## config.mk

```make
export PLATFORM = sky130hd
export DESIGN_NAME = replay_controller
export DESIGN_NICKNAME = d
export VERILOG_FILES = /design/src/rtl/replay_controller_pkg.sv /design/src/rtl/replay_timer.sv /design/src/rtl/replay_controller.sv
export SDC_FILE = /design/constraint.sdc
export NUM_CORES = 1
export LEC_CHECK = 0
export BUFFER_PORTS_ARGS = -buffer_cell sky130_fd_sc_hd__buf_2
export CAP_MARGIN = 20
export CORE_ASPECT_RATIO = 0.7
export CORE_MARGIN = 2
export CORE_UTILIZATION = 59
export CTS_BUF_LIST = sky130_fd_sc_hd__clkbuf_4 sky130_fd_sc_hd__clkbuf_8
export CTS_CLUSTER_SIZE = 10
export DETAILED_ROUTE_END_ITERATION = 7
export PLACE_DENSITY = 0.93
export SETUP_SLACK_MARGIN = 0.05
export SKIP_LAST_GASP = 1
export SYNTH_ARGS = -nofsm -noshare
export SYNTH_HDL_FRONTEND = slang
export SYNTH_SLANG_ARGS = --single-unit
```

## constraint.sdc

```tcl
create_clock -name clk -period 5.1 [get_ports clk]
set_input_delay 0.51 -clock clk [delete_from_list [all_inputs] [get_ports clk]]
set_output_delay 0.51 -clock clk [all_outputs]
set_load 0.005 [all_outputs]
```

## src/rtl/replay_controller_pkg.sv

```systemverilog
// replay_controller_pkg: shared types and sequence arithmetic for the link retry controller
package replay_controller_pkg;
  localparam int PKG_SEQ_W = 4;
  typedef enum logic [1:0] {RUN, HOLD, ERROR} replay_ctrl_state_e;
  typedef struct packed {
    logic link_ready;
    logic tx_enq;
    logic rx_ack_valid;
    logic [PKG_SEQ_W-1:0] rx_ack_seq;
    logic rx_nack_valid;
    logic [PKG_SEQ_W-1:0] rx_nack_seq;
  } replay_ctrl_in_t;
  typedef struct packed {
    logic buf_ready;
    logic buf_ack;
    logic [PKG_SEQ_W-1:0] buf_ack_count;
    logic buf_nack;
  } replay_ctrl_out_t;
  function automatic logic [31:0] seq_dist(input logic [31:0] a, input logic [31:0] b, input int unsigned size);
    return (a - b) & (size - 1);
  endfunction
endpackage

```

## src/rtl/replay_timer.sv

```systemverilog
// replay_timer: ack-progress watchdog; expire pulses on the enabled cycle the count hits TIMEOUT-1
module replay_timer #(
  parameter int TIMEOUT = 64
) (
  input  logic clk,
  input  logic reset,
  input  logic clear,
  input  logic enable,
  output logic expire
);
  localparam int W = $clog2(TIMEOUT + 1);
  logic [W-1:0] cnt;
  assign expire = enable && cnt == W'(TIMEOUT - 1);
  always_ff @(posedge clk) begin
    if (reset || clear) cnt <= '0;
    else if (enable) cnt <= expire ? '0 : cnt + 1'b1;
  end
endmodule

```

## src/rtl/replay_controller.sv

```systemverilog
// replay_controller: turns partner ACK/NACK and replay timeouts into ReplayBuffer ack/nack controls
module replay_controller
  import replay_controller_pkg::*;
#(
  parameter int BUFFER_SIZE = 16,
  parameter int TIMEOUT = 64,
  parameter int MAX_REPLAY = 4,
  localparam int SEQ_W = $clog2(BUFFER_SIZE),
  localparam int RC_W = $clog2(MAX_REPLAY + 1)
) (
  input  logic             clk,
  input  logic             reset,
  input  logic             link_ready,
  input  logic             tx_enq,
  input  logic             rx_ack_valid,
  input  logic [SEQ_W-1:0] rx_ack_seq,
  input  logic             rx_nack_valid,
  input  logic [SEQ_W-1:0] rx_nack_seq,
  output logic             buf_ready,
  output logic             buf_ack,
  output logic [SEQ_W-1:0] buf_ack_count,
  output logic             buf_nack,
  output logic [SEQ_W:0]   outstanding,
  output logic [RC_W-1:0]  replay_count,
  output logic             link_error
);
  replay_ctrl_state_e state, state_n;
  logic [SEQ_W-1:0] tx_seq, tx_n, acked_seq, acked_n, ack_d, nack_d;
  logic [RC_W-1:0] rc_n;
  logic active, ack_acc, nack_ok, progress, timeout, replay_inc, expire;
  assign outstanding = {1'b0, tx_seq - acked_seq};
  assign active = !reset && state != ERROR;
  assign ack_d = SEQ_W'(seq_dist(32'(rx_ack_seq) + 32'd1, 32'(acked_seq), BUFFER_SIZE));
  assign nack_d = SEQ_W'(seq_dist(32'(rx_nack_seq), 32'(acked_seq), BUFFER_SIZE));
  // a valid NACK always wins over an ACK arriving in the same cycle
  assign nack_ok = active && rx_nack_valid && {1'b0, nack_d} <= outstanding;
  assign ack_acc = active && !nack_ok && rx_ack_valid && ack_d != '0 && {1'b0, ack_d} <= outstanding;
  assign progress = ack_acc || (nack_ok && nack_d != '0);
  assign timeout = expire && !nack_ok;
  assign replay_inc = (nack_ok && nack_d == '0) || timeout;
  assign buf_ready = !reset && link_ready && state == RUN;
  assign buf_ack = progress;
  assign buf_ack_count = ack_acc ? ack_d : nack_ok ? nack_d : '0;
  assign buf_nack = nack_ok || timeout;
  assign link_error = state == ERROR;
  replay_timer #(.TIMEOUT(TIMEOUT)) u_timer (
    .clk   (clk),
    .reset (reset),
    .clear (progress || nack_ok || outstanding == '0),
    .enable(active && state == RUN && outstanding != '0 && !progress),
    .expire(expire)
  );
  always_comb begin
    rc_n = progress ? '0 : replay_inc ? replay_count + 1'b1 : replay_count;
    state_n = (state == ERROR || (replay_inc && rc_n == RC_W'(MAX_REPLAY))) ? ERROR :
              buf_nack ? HOLD : RUN;
    acked_n = acked_seq + buf_ack_count;
    tx_n = nack_ok ? rx_nack_seq : timeout ? acked_seq : (tx_enq && buf_ready) ? tx_seq + 1'b1 : tx_seq;
  end
  always_ff @(posedge clk) begin
    if (reset) begin
      state <= RUN;
      tx_seq <= '0;
      acked_seq <= '0;
      replay_count <= '0;
    end else begin
      state <= state_n;
      tx_seq <= tx_n;
      acked_seq <= acked_n;
      replay_count <= rc_n;
    end
  end
  always_ff @(posedge clk) if (!reset && tx_enq) assert (buf_ready);
endmodule

```

==> results.sh, run 1 <==
export IMPL_status="completed"
export IMPL_diodes=0
export IMPL_fillerInstances=232
export IMPL_drc=0
export IMPL_hp_start="replay_count[2]"
export IMPL_chipHeight_um=51.2
export IMPL_numCtsBuffers=3
export IMPL_pwr_density_cell_mw_per_mm2=561
export IMPL_pre_cts_slack_ns=0.398
export IMPL_vdd_drop_max_uv=330
export IMPL_critPathLaunchType="flop"
export IMPL_cts_repair_resized=0
export IMPL_power_mw=1.18
export IMPL_fin_ws_ns=0.519
export IMPL_vias=1817
export IMPL_io_buffers=28
export IMPL_synth_nets=260
export IMPL_grt_max_degree=15
export IMPL_dp_hpwl_um=3680
export IMPL_die_w_um=71.5
export IMPL_core_region_area_mm2=0.00308
export IMPL_wl_per_cell_um=16.5
export IMPL_drive_gt1_share_pct=16.7
export IMPL_cts_buffer_depth=2
export IMPL_ys_ff_latch=20
export IMPL_worstSetupPathType="reg2reg"
export IMPL_critPathMaxFanout=9
export IMPL_grt_overflow=0
export IMPL_grt_use_total_pct=27.5
export IMPL_path_cells="ha_1 -> inv_1 -> ha_1 -> inv_1 -> fa_1 -> xnor2_1 -> xnor2_2 -> inv_1 -> ha_1 -> a21oi_1 -> a32oi_1 -> a311oi_4 -> nand3_1 -> nand2_1 -> ha_1 -> a21o_1 -> a21oi_1 -> xor2_1 -> xnor2_1 -> nor2_1"
export IMPL_multiInputGateArea_mm2=0.00136
export IMPL_nNetsFinal=287
export IMPL_place_area_mm2=0.00203
export IMPL_synth_enable_flop_cells=0
export IMPL_slowest_delay_ns=0.57
export IMPL_ant_nets=0
export IMPL_yosysWarnings=0
export IMPL_wl_um=4670
export IMPL_synth_area_leaders="dfxtp_1 (21%), ha_1 (15%), inv_1 (4.6%)"
export IMPL_holdBufCountCts=0
export IMPL_synth_area_per_cell_um2=8.58
export IMPL_async_reset_ff_share_pct=0
export IMPL_hold_path_end="replay_count[2]"
export IMPL_antenna_found_initial=0
export IMPL_relSlewSlack_pct=40.5
export IMPL_slowest_stage="a311oi_4"
export IMPL_grt_pass1_wl_um=7820
export IMPL_synth_cells=219
export IMPL_dp_cells=279
export IMPL_hold_viol_final=0
export IMPL_synth_area_mm2=0.00188
export IMPL_layout_cells_non_filler=283
export IMPL_power_leakage_nw=0.977
export IMPL_gp_routability_congestion=0.944
export IMPL_reg2reg_slack_ns=0.52
export IMPL_syn_to_final_growth_pct=12.0
export IMPL_r2r_end="acked_seq[3]"
export IMPL_cts_num_sinks=20
export IMPL_tns_ns=0
export IMPL_cts_max_level=1
export IMPL_drtPass1Iterations=7
export IMPL_arrival_ns=4.73
export IMPL_postCtsSetupRepairBufs=0
export IMPL_cp_end_kind="flop"
export IMPL_hold_class="reg2reg"
export IMPL_worstMarginPinSlew_ns=0.887
export IMPL_ios=30
export IMPL_setup_viol=0
export IMPL_seqCellArea_um2=400
export IMPL_fin_crit_ns=4.58
export IMPL_r2r_start="acked_seq[1]"
export IMPL_synth_area_leader_cell="dfxtp_1"
export IMPL_crit_required_ns=5.25
export IMPL_drv_cap=0
export IMPL_viasPerCell=6.42
export IMPL_die_area_mm2=0.00366
export IMPL_drtIter0Drc=140
export IMPL_synth_top_area_share_pct=21.3
export IMPL_max_freq_mhz=218
export IMPL_cp_common_cell="ha_1"
export IMPL_start_util_pct=60.9
export IMPL_rr_worst_depth=20
export IMPL_finClkSkew_ns=0.00296
export IMPL_ys_types=54
export IMPL_fp_row_count=17
export IMPL_ys_flop_type="dfxtp_1"
export IMPL_grt_setup_unrepaired="no"
export IMPL_seq_area_frac_synth_pct=21.3
export IMPL_final_area_mm2=0.00210
export IMPL_finalMaxSlewViolations=0
export IMPL_cts_tree="done"
export IMPL_grt_pass1_vias=1648
export IMPL_hold_depth=1
export IMPL_min_period_over_period_pct=89.8
export IMPL_clk_pin_slew_ns=0.08
export IMPL_cts_root_buf="clkbuf_8"
export IMPL_insertion_delay_ns=0.26
where the power goes:
part / internal, mW / total (mW) / leakage, nW / switching [mW]
Clock: 0.105 / 0.159 / 0.0357 / 0.0543
Sequential: 0.178 / 0.208 / 0.163 / 0.0302
Combinational: 0.319 / 0.814 / 0.779 / 0.494
per-stage QoR:
stage,hold slack [ns],utilization [%]
2_1_floorplan,0.461,-
3_3_place_gp,0.476,65.9
3_5_place_dp,0.481,65.9
4_1_cts,0.498,68.2
5_1_grt,0.520,68.2
6_report,0.494,68.2
state kept, by name (all words and copies together), names as in the netlist:
| register | flops |
|---|---|
| state | 2 |
| acked_seq | 4 |
| tx_seq | 4 |
| replay_count | 3 |
| u_timer.cnt | 7 |
cell type report:
| type | instances | share of cell area (%) |
|---|---|---|
| Tap cell | 38 | 2.26 |
| Multi-Input combinational cell | 169 | 64.4 |
| Timing Repair Buffer | 28 | 6.66 |
| Clock inverter | 1 | 1.43 |
| Sequential cell | 20 | 19.0 |
| Inverter | 24 | 4.28 |
| Clock buffer | 3 | 1.96 |
how the worst max path moves through the flow:
stage          slack, ns           end          start  cells past startpoint
2_1_floorplan       0.87  acked_seq[3]  rx_ack_seq[1]                     21
3_3_place_gp        0.64  acked_seq[3]  rx_ack_seq[1]                     22
3_5_place_dp        0.40  acked_seq[3]  rx_ack_seq[1]                     22
4_1_cts             0.57  acked_seq[3]   acked_seq[1]                     20
5_1_grt             0.19  acked_seq[3]   acked_seq[1]                     20
6_report            0.52  acked_seq[3]   acked_seq[1]                     20
metal layers:
layer	routed length, µm	global-route usage [%]	up-vias
met5	0	0	-
met4	42	3.77	0
met3	563	6.71	12
met2	1980	41.7	136
met1	2090	40.3	823
li1	-	-	846
critical path: cells and delay by family, from the launching register on:
kind / cells / cell delay (ns)
fa+ha+maj: 5 / 1.38
compound gates: 5 / 1.22
xor+xnor: 4 / 0.83
flops: 1 / 0.46
simple gates: 3 / 0.38
buf+inv: 3 / 0.18
cells by family after synthesis:
group	share of synthesized area (%)
muxes	3.40
DFF	21.3
buffers and inverters	6.59
and+or+nand+nor	20.3
xor gates and xnor gates	8.86
adders and majority gates	19.6
AOI/OAI and AO/OA	19.8
other	0.200
cells in the final DEF (no fill, tap or decap), types with 3 or more instances in the layout:
| cell type | n |
|---|---|
| xor2_1 | 5 |
| mux2i_1 | 3 |
| clkbuf_8 | 3 |
| nand3b_1 | 3 |
| nor3b_1 | 4 |
| nand3_1 | 10 |
| fa_1 | 4 |
| a21oi_1 | 12 |
| dfxtp_1 | 20 |
| buf_2 | 28 |
| nand2_1 | 13 |
| nor3_1 | 5 |
| nor2_1 | 13 |
| ha_1 | 23 |
| nor4_1 | 3 |
| or4_1 | 3 |
| a21o_1 | 3 |
| o31ai_1 | 4 |
| inv_1 | 23 |
| o21ai_0 | 10 |
| xnor2_1 | 9 |
| and3_1 | 4 |
cell usage after synthesis (3+ instances only):
cell	n
a21o_1	3
a21oi_1	12
and3_1	4
clkbuf_1	4
dfxtp_1	20
fa_1	4
ha_1	23
inv_1	23
mux2i_1	3
nand2_1	13
nand3_1	10
nand3b_1	3
nor2_1	13
nor3_1	5
nor3b_1	4
nor4_1	3
o21ai_0	10
o31ai_1	4
or4_1	3
xnor2_1	9
xor2_1	5
No activity file was read; power rests on OpenSTA's default activity.
==> inputs of run 2 (changes only) <==
--- a/config.mk
+++ b/config.mk
@@ -9,11 +9,11 @@
 export CAP_MARGIN = 20
 export CORE_ASPECT_RATIO = 0.7
 export CORE_MARGIN = 2
-export CORE_UTILIZATION = 59
+export CORE_UTILIZATION = 50
 export CTS_BUF_LIST = sky130_fd_sc_hd__clkbuf_4 sky130_fd_sc_hd__clkbuf_8
 export CTS_CLUSTER_SIZE = 10
 export DETAILED_ROUTE_END_ITERATION = 7
-export PLACE_DENSITY = 0.93
+export PLACE_DENSITY = 0.82
 export SETUP_SLACK_MARGIN = 0.05
 export SKIP_LAST_GASP = 1
 export SYNTH_ARGS = -nofsm -noshare
==> results.sh, run 2 (same netlist as run 1, synthesis figures left out) <==
export IMPL_fillerInstances=333
export IMPL_clk_pin_slew_ns=0.08
export IMPL_core_region_area_mm2=0.00356
export IMPL_r2r_start="acked_seq[1]"
export IMPL_rr_worst_depth=20
export IMPL_antenna_found_initial=0
export IMPL_setup_viol=0
export IMPL_chipHeight_um=55.3
export IMPL_drive_gt1_share_pct=16.7
export IMPL_path_cells="ha_1 -> inv_1 -> ha_1 -> inv_1 -> fa_1 -> xnor2_1 -> xnor2_2 -> inv_1 -> ha_1 -> a21oi_1 -> a32oi_1 -> a311oi_4 -> nand3_1 -> nand2_1 -> ha_1 -> a21o_1 -> a21oi_1 -> xor2_1 -> xnor2_1 -> nor2_1"
export IMPL_hp_start="u_timer.cnt[6]"
export IMPL_cts_tree="done"
export IMPL_final_common_cell="buf_2"
export IMPL_grt_overflow=0
export IMPL_drtIter0Drc=181
export IMPL_grt_pass1_wl_um=7610
export IMPL_start_util_pct=52.8
export IMPL_hold_viol_final=0
export IMPL_max_freq_mhz=220
export IMPL_io_buffers=28
export IMPL_busiest_layer="met1"
export IMPL_largest_reg_flops=7
export IMPL_use_met3_pct=5.39
export IMPL_wl_um=4430
export IMPL_holdBufCountCts=0
export IMPL_ant_nets=0
export IMPL_reg2reg_slack_ns=0.56
export IMPL_use_met2_pct=28.9
export IMPL_power_mw=1.13
export IMPL_slowest_stage="a311oi_4"
export IMPL_vias=1746
export IMPL_r2r_end="acked_seq[3]"
export IMPL_drtPass1Iterations=5
export IMPL_postCtsSetupRepairBufs=0
export IMPL_slowest_delay_ns=0.54
export IMPL_nNetsFinal=287
export IMPL_drv_cap=0
export IMPL_grt_max_degree=15
export IMPL_power_leakage_nw=0.970
export IMPL_wl_per_cell_um=15.0
export IMPL_syn_to_final_growth_pct=11.9
export IMPL_diodes=0
export IMPL_insertion_delay_ns=0.26
export IMPL_relSlewSlack_pct=39.5
export IMPL_ios=30
export IMPL_drc=0
export IMPL_grt_use_total_pct=22.0
export IMPL_worstMarginPinSlew_ns=0.902
export IMPL_cts_repair_resized=0
export IMPL_min_period_over_period_pct=89.0
export IMPL_gp_routability_congestion=0.869
export IMPL_dp_cells=291
export IMPL_layout_cells_non_filler=295
export IMPL_fp_row_count=18
export IMPL_top_register="u_timer.cnt"
export IMPL_crit_required_ns=5.25
export IMPL_worstSetupPathType="reg2reg"
export IMPL_vdd_drop_max_uv=293
export IMPL_grt_pass1_vias=1538
export IMPL_numCtsBuffers=3
export IMPL_die_area_mm2=0.00427
export IMPL_pwr_density_cell_mw_per_mm2=539
export IMPL_tns_ns=0
export IMPL_die_w_um=77.3
export IMPL_hold_path_end="u_timer.cnt[6]"
export IMPL_critPathMaxFanout=9
export IMPL_hold_class="reg2reg"
export IMPL_crit_family="adder cells"
export IMPL_dp_hpwl_um=3620
export IMPL_viasPerCell=5.92
export IMPL_finalMaxSlewViolations=0
export IMPL_grt_setup_unrepaired="no"
export IMPL_cts_buffer_depth=2
export IMPL_use_met1_pct=35.7
export IMPL_finClkSkew_ns=0.00549
export IMPL_cts_max_level=1
export IMPL_arrival_ns=4.68
export IMPL_largest_registers="u_timer.cnt: 7 flops, acked_seq: 4 flops, tx_seq: 4 flops"
export IMPL_hold_depth=1
export IMPL_critPathLaunchType="flop"
export IMPL_cp_common_cell="ha_1"
export IMPL_layout_common_cells="buf_2 (28), inv_1 (23), ha_1 (23), dfxtp_1 (20)"
export IMPL_fin_crit_ns=4.54
export IMPL_cp_end_kind="flop"
export IMPL_status="completed"
export IMPL_cts_num_sinks=20
export IMPL_cp_num_buf_inv=3
export IMPL_cts_root_buf="clkbuf_8"
## run 2: how the worst max path moves through the flow
stage / start / endpoint / depth (start not counted)
floorplan: rx_ack_seq[1] / acked_seq[3] / 21
global placement: rx_ack_seq[1] / acked_seq[3] / 22
detailed placement: rx_ack_seq[1] / acked_seq[3] / 22
CTS: acked_seq[1] / acked_seq[3] / 20
global route: acked_seq[1] / acked_seq[3] / 20
finish: acked_seq[1] / acked_seq[3] / 20
## run 2: worst reg2reg max path, cell delays in order, from the launching register on
cell and delay, ns:
dfxtp_1 0.47, ha_1 0.29, inv_1 0.06, ha_1 0.14
inv_1 0.05, fa_1 0.37, xnor2_1 0.17, xnor2_2 0.31
inv_1 0.08, ha_1 0.33, a21oi_1 0.16, a32oi_1 0.18
a311oi_4 0.54, nand3_1 0.15, nand2_1 0.16, ha_1 0.24
a21o_1 0.15, a21oi_1 0.16, xor2_1 0.21, xnor2_1 0.14
nor2_1 0.05
## run 2: report_power, final
part	internal (mW)	total [mW]	switching [mW]	leakage, nW
logic	0.318	0.802	0.484	0.779
clock network	0.0688	0.123	0.0542	0.0288
registers	0.178	0.208	0.0296	0.163
## run 2: area by class of cell
| class | instances | area, µm² | area share, % |
|---|---|---|---|
| clock buffers | 4 | 55.1 | 2.62 |
| inverters | 24 | 90.1 | 4.28 |
| multi-input cells | 169 | 1360 | 64.4 |
| flip-flops and latches | 20 | 400 | 19.0 |
| well taps | 50 | 62.6 | 2.97 |
| repair buffers | 28 | 140 | 6.66 |
## run 2: per-stage QoR
step	setup slack [ns]	util [%]	cell area (µm²)	hold slack, ns
2_1_floorplan	0.871	-	1880	0.461
3_3_place_gp	0.617	57.6	2050	0.478
3_5_place_dp	0.447	57.6	2050	0.479
4_1_cts	0.587	59.1	2100	0.489
5_1_grt	0.295	59.1	2100	0.508
6_report	0.563	59.1	2100	0.491
## run 2: routing by layer
layer / up-vias / wire length, µm
li1: 844 / -
met1: 797 / 2280
met2: 97 / 1650
met3: 8 / 468
met4: 0 / 38
met5: - / 0
==> inputs of run 3 (changes only) <==
--- a/config.mk
+++ b/config.mk
@@ -13,7 +13,7 @@
 export CTS_BUF_LIST = sky130_fd_sc_hd__clkbuf_4 sky130_fd_sc_hd__clkbuf_8
 export CTS_CLUSTER_SIZE = 10
 export DETAILED_ROUTE_END_ITERATION = 7
-export PLACE_DENSITY = 0.82
+export PLACE_DENSITY = 0.72
 export SETUP_SLACK_MARGIN = 0.05
 export SKIP_LAST_GASP = 1
 export SYNTH_ARGS = -nofsm -noshare
==> results.sh, run 3 (same netlist as run 1, synthesis figures left out) <==
export IMPL_power_leakage_nw=0.970
export IMPL_drive_gt1_share_pct=16.7
export IMPL_fin_crit_ns=4.50
export IMPL_grt_pass1_wl_um=7480
export IMPL_hold_depth=1
export IMPL_layout_common_cells="buf_2 (28), inv_1 (23), ha_1 (23), dfxtp_1 (20)"
export IMPL_start_util_pct=52.8
export IMPL_relSlewSlack_pct=39.9
export IMPL_pwr_density_cell_mw_per_mm2=542
export IMPL_syn_to_final_growth_pct=11.9
export IMPL_die_w_um=77.3
export IMPL_multiInputGateArea_mm2=0.00136
export IMPL_critPathLaunchType="flop"
export IMPL_dp_cells=291
export IMPL_vdd_drop_max_uv=304
export IMPL_drc=0
export IMPL_cts_num_sinks=20
export IMPL_drtPass1Iterations=4
export IMPL_r2r_end="acked_seq[3]"
export IMPL_r2r_start="acked_seq[1]"
export IMPL_place_area_mm2=0.00205
export IMPL_viasPerCell=5.88
export IMPL_chipHeight_um=55.3
export IMPL_hold_path_end="u_timer.cnt[6]"
export IMPL_holdBufCountCts=0
export IMPL_critPathMaxFanout=9
export IMPL_postCtsSetupRepairBufs=0
export IMPL_antenna_found_initial=0
export IMPL_final_area_mm2=0.00210
export IMPL_status="completed"
export IMPL_final_common_cell="buf_2"
export IMPL_drv_cap=0
export IMPL_cts_max_level=1
export IMPL_largest_registers="u_timer.cnt: 7 flops, acked_seq: 4 flops, tx_seq: 4 flops"
export IMPL_drtIter0Drc=182
export IMPL_hp_start="u_timer.cnt[6]"
export IMPL_pre_cts_slack_ns=0.460
export IMPL_finClkSkew_ns=0.00551
export IMPL_gp_routability_congestion=0.878
export IMPL_rr_worst_depth=20
export IMPL_fin_hold_ws_ns=0.492
export IMPL_cp_end_kind="flop"
export IMPL_clk_pin_slew_ns=0.07
export IMPL_finalMaxSlewViolations=0
export IMPL_ant_nets=0
export IMPL_largest_reg_flops=7
export IMPL_fillerInstances=349
export IMPL_diodes=0
export IMPL_post_route_util_pct=59.1
export IMPL_tns_ns=0
export IMPL_cts_root_buf="clkbuf_8"
export IMPL_grt_overflow=0
export IMPL_grt_pass1_vias=1524
export IMPL_hold_class="reg2reg"
export IMPL_io_buffers=28
export IMPL_worstMarginPinSlew_ns=0.896
export IMPL_max_freq_mhz=222
export IMPL_grt_use_total_pct=21.7
export IMPL_layout_cells_non_filler=295
export IMPL_nNetsFinal=287
export IMPL_top_register="u_timer.cnt"
export IMPL_seqCellArea_um2=400
export IMPL_numCtsBuffers=3
export IMPL_arrival_ns=4.64
export IMPL_grt_max_degree=15
export IMPL_cp_startpoint="acked_seq[1]"
export IMPL_fin_ws_ns=0.599
export IMPL_wl_per_cell_um=15.4
export IMPL_ios=30
export IMPL_core_region_area_mm2=0.00356
export IMPL_worstSetupPathType="reg2reg"
export IMPL_power_mw=1.14
export IMPL_min_period_over_period_pct=88.2
export IMPL_dp_hpwl_um=3620
export IMPL_cts_tree="done"
export IMPL_hold_viol_final=0
export IMPL_die_area_mm2=0.00427
export IMPL_vias=1734
export IMPL_cts_buffer_depth=2
export IMPL_cts_repair_resized=0
export IMPL_grt_setup_unrepaired="no"
export IMPL_wl_um=4550
export IMPL_reg2reg_slack_ns=0.60
export IMPL_insertion_delay_ns=0.26
export IMPL_crit_required_ns=5.24
export IMPL_fp_row_count=18
export IMPL_setup_viol=0
run 3: worst max path at each step:
stage	to	slack [ns]	depth (start not counted)
after floorplan	acked_seq[3]	0.87	21
after global routing	acked_seq[3]	0.27	20
after detailed placement	acked_seq[3]	0.46	22
after global placement	acked_seq[3]	0.59	22
after CTS	acked_seq[3]	0.61	20
final	acked_seq[3]	0.60	20
run 3: area by class of cell:
class,count,area share (%)
repair buffers,28,6.66
clock buffers,4,2.62
inverters,24,4.28
well taps,50,2.97
flip-flops and latches,20,19.0
multi-input cells,169,64.4
run 3: layer usage:
layer  track usage (%)  part of all wire (%)  vias up  wire length [µm]
li1                  -                     -      849                 -
met1              35.7                    53      814              2420
met2              28.7                    38       71              1710
met3              5.07                   9.2        0               418
met4              2.81                     0        0                 0
met5                 0                     0        -                 0
run 3: power breakdown:
part | leakage (nW) | internal [mW] | switching [mW] | total (mW)
clock | 0.0288 | 0.0687 | 0.0541 | 0.123
combinational | 0.779 | 0.317 | 0.492 | 0.808
sequential | 0.163 | 0.178 | 0.0310 | 0.209
total | 0.970 | 0.564 | 0.577 | 1.14
run 3: worst max-delay path, stage by stage (launching register included):
cell and delay [ns]:
dfxtp_1 0.46, ha_1 0.27, inv_1 0.06, ha_1 0.13, inv_1 0.04, fa_1 0.38
xnor2_1 0.26, xnor2_2 0.20, inv_1 0.09, ha_1 0.33, a21oi_1 0.16, a32oi_1 0.18
a311oi_4 0.55, nand3_1 0.15, nand2_1 0.16, ha_1 0.25, a21o_1 0.15, a21oi_1 0.17
xor2_1 0.20, xnor2_1 0.13, nor2_1 0.05
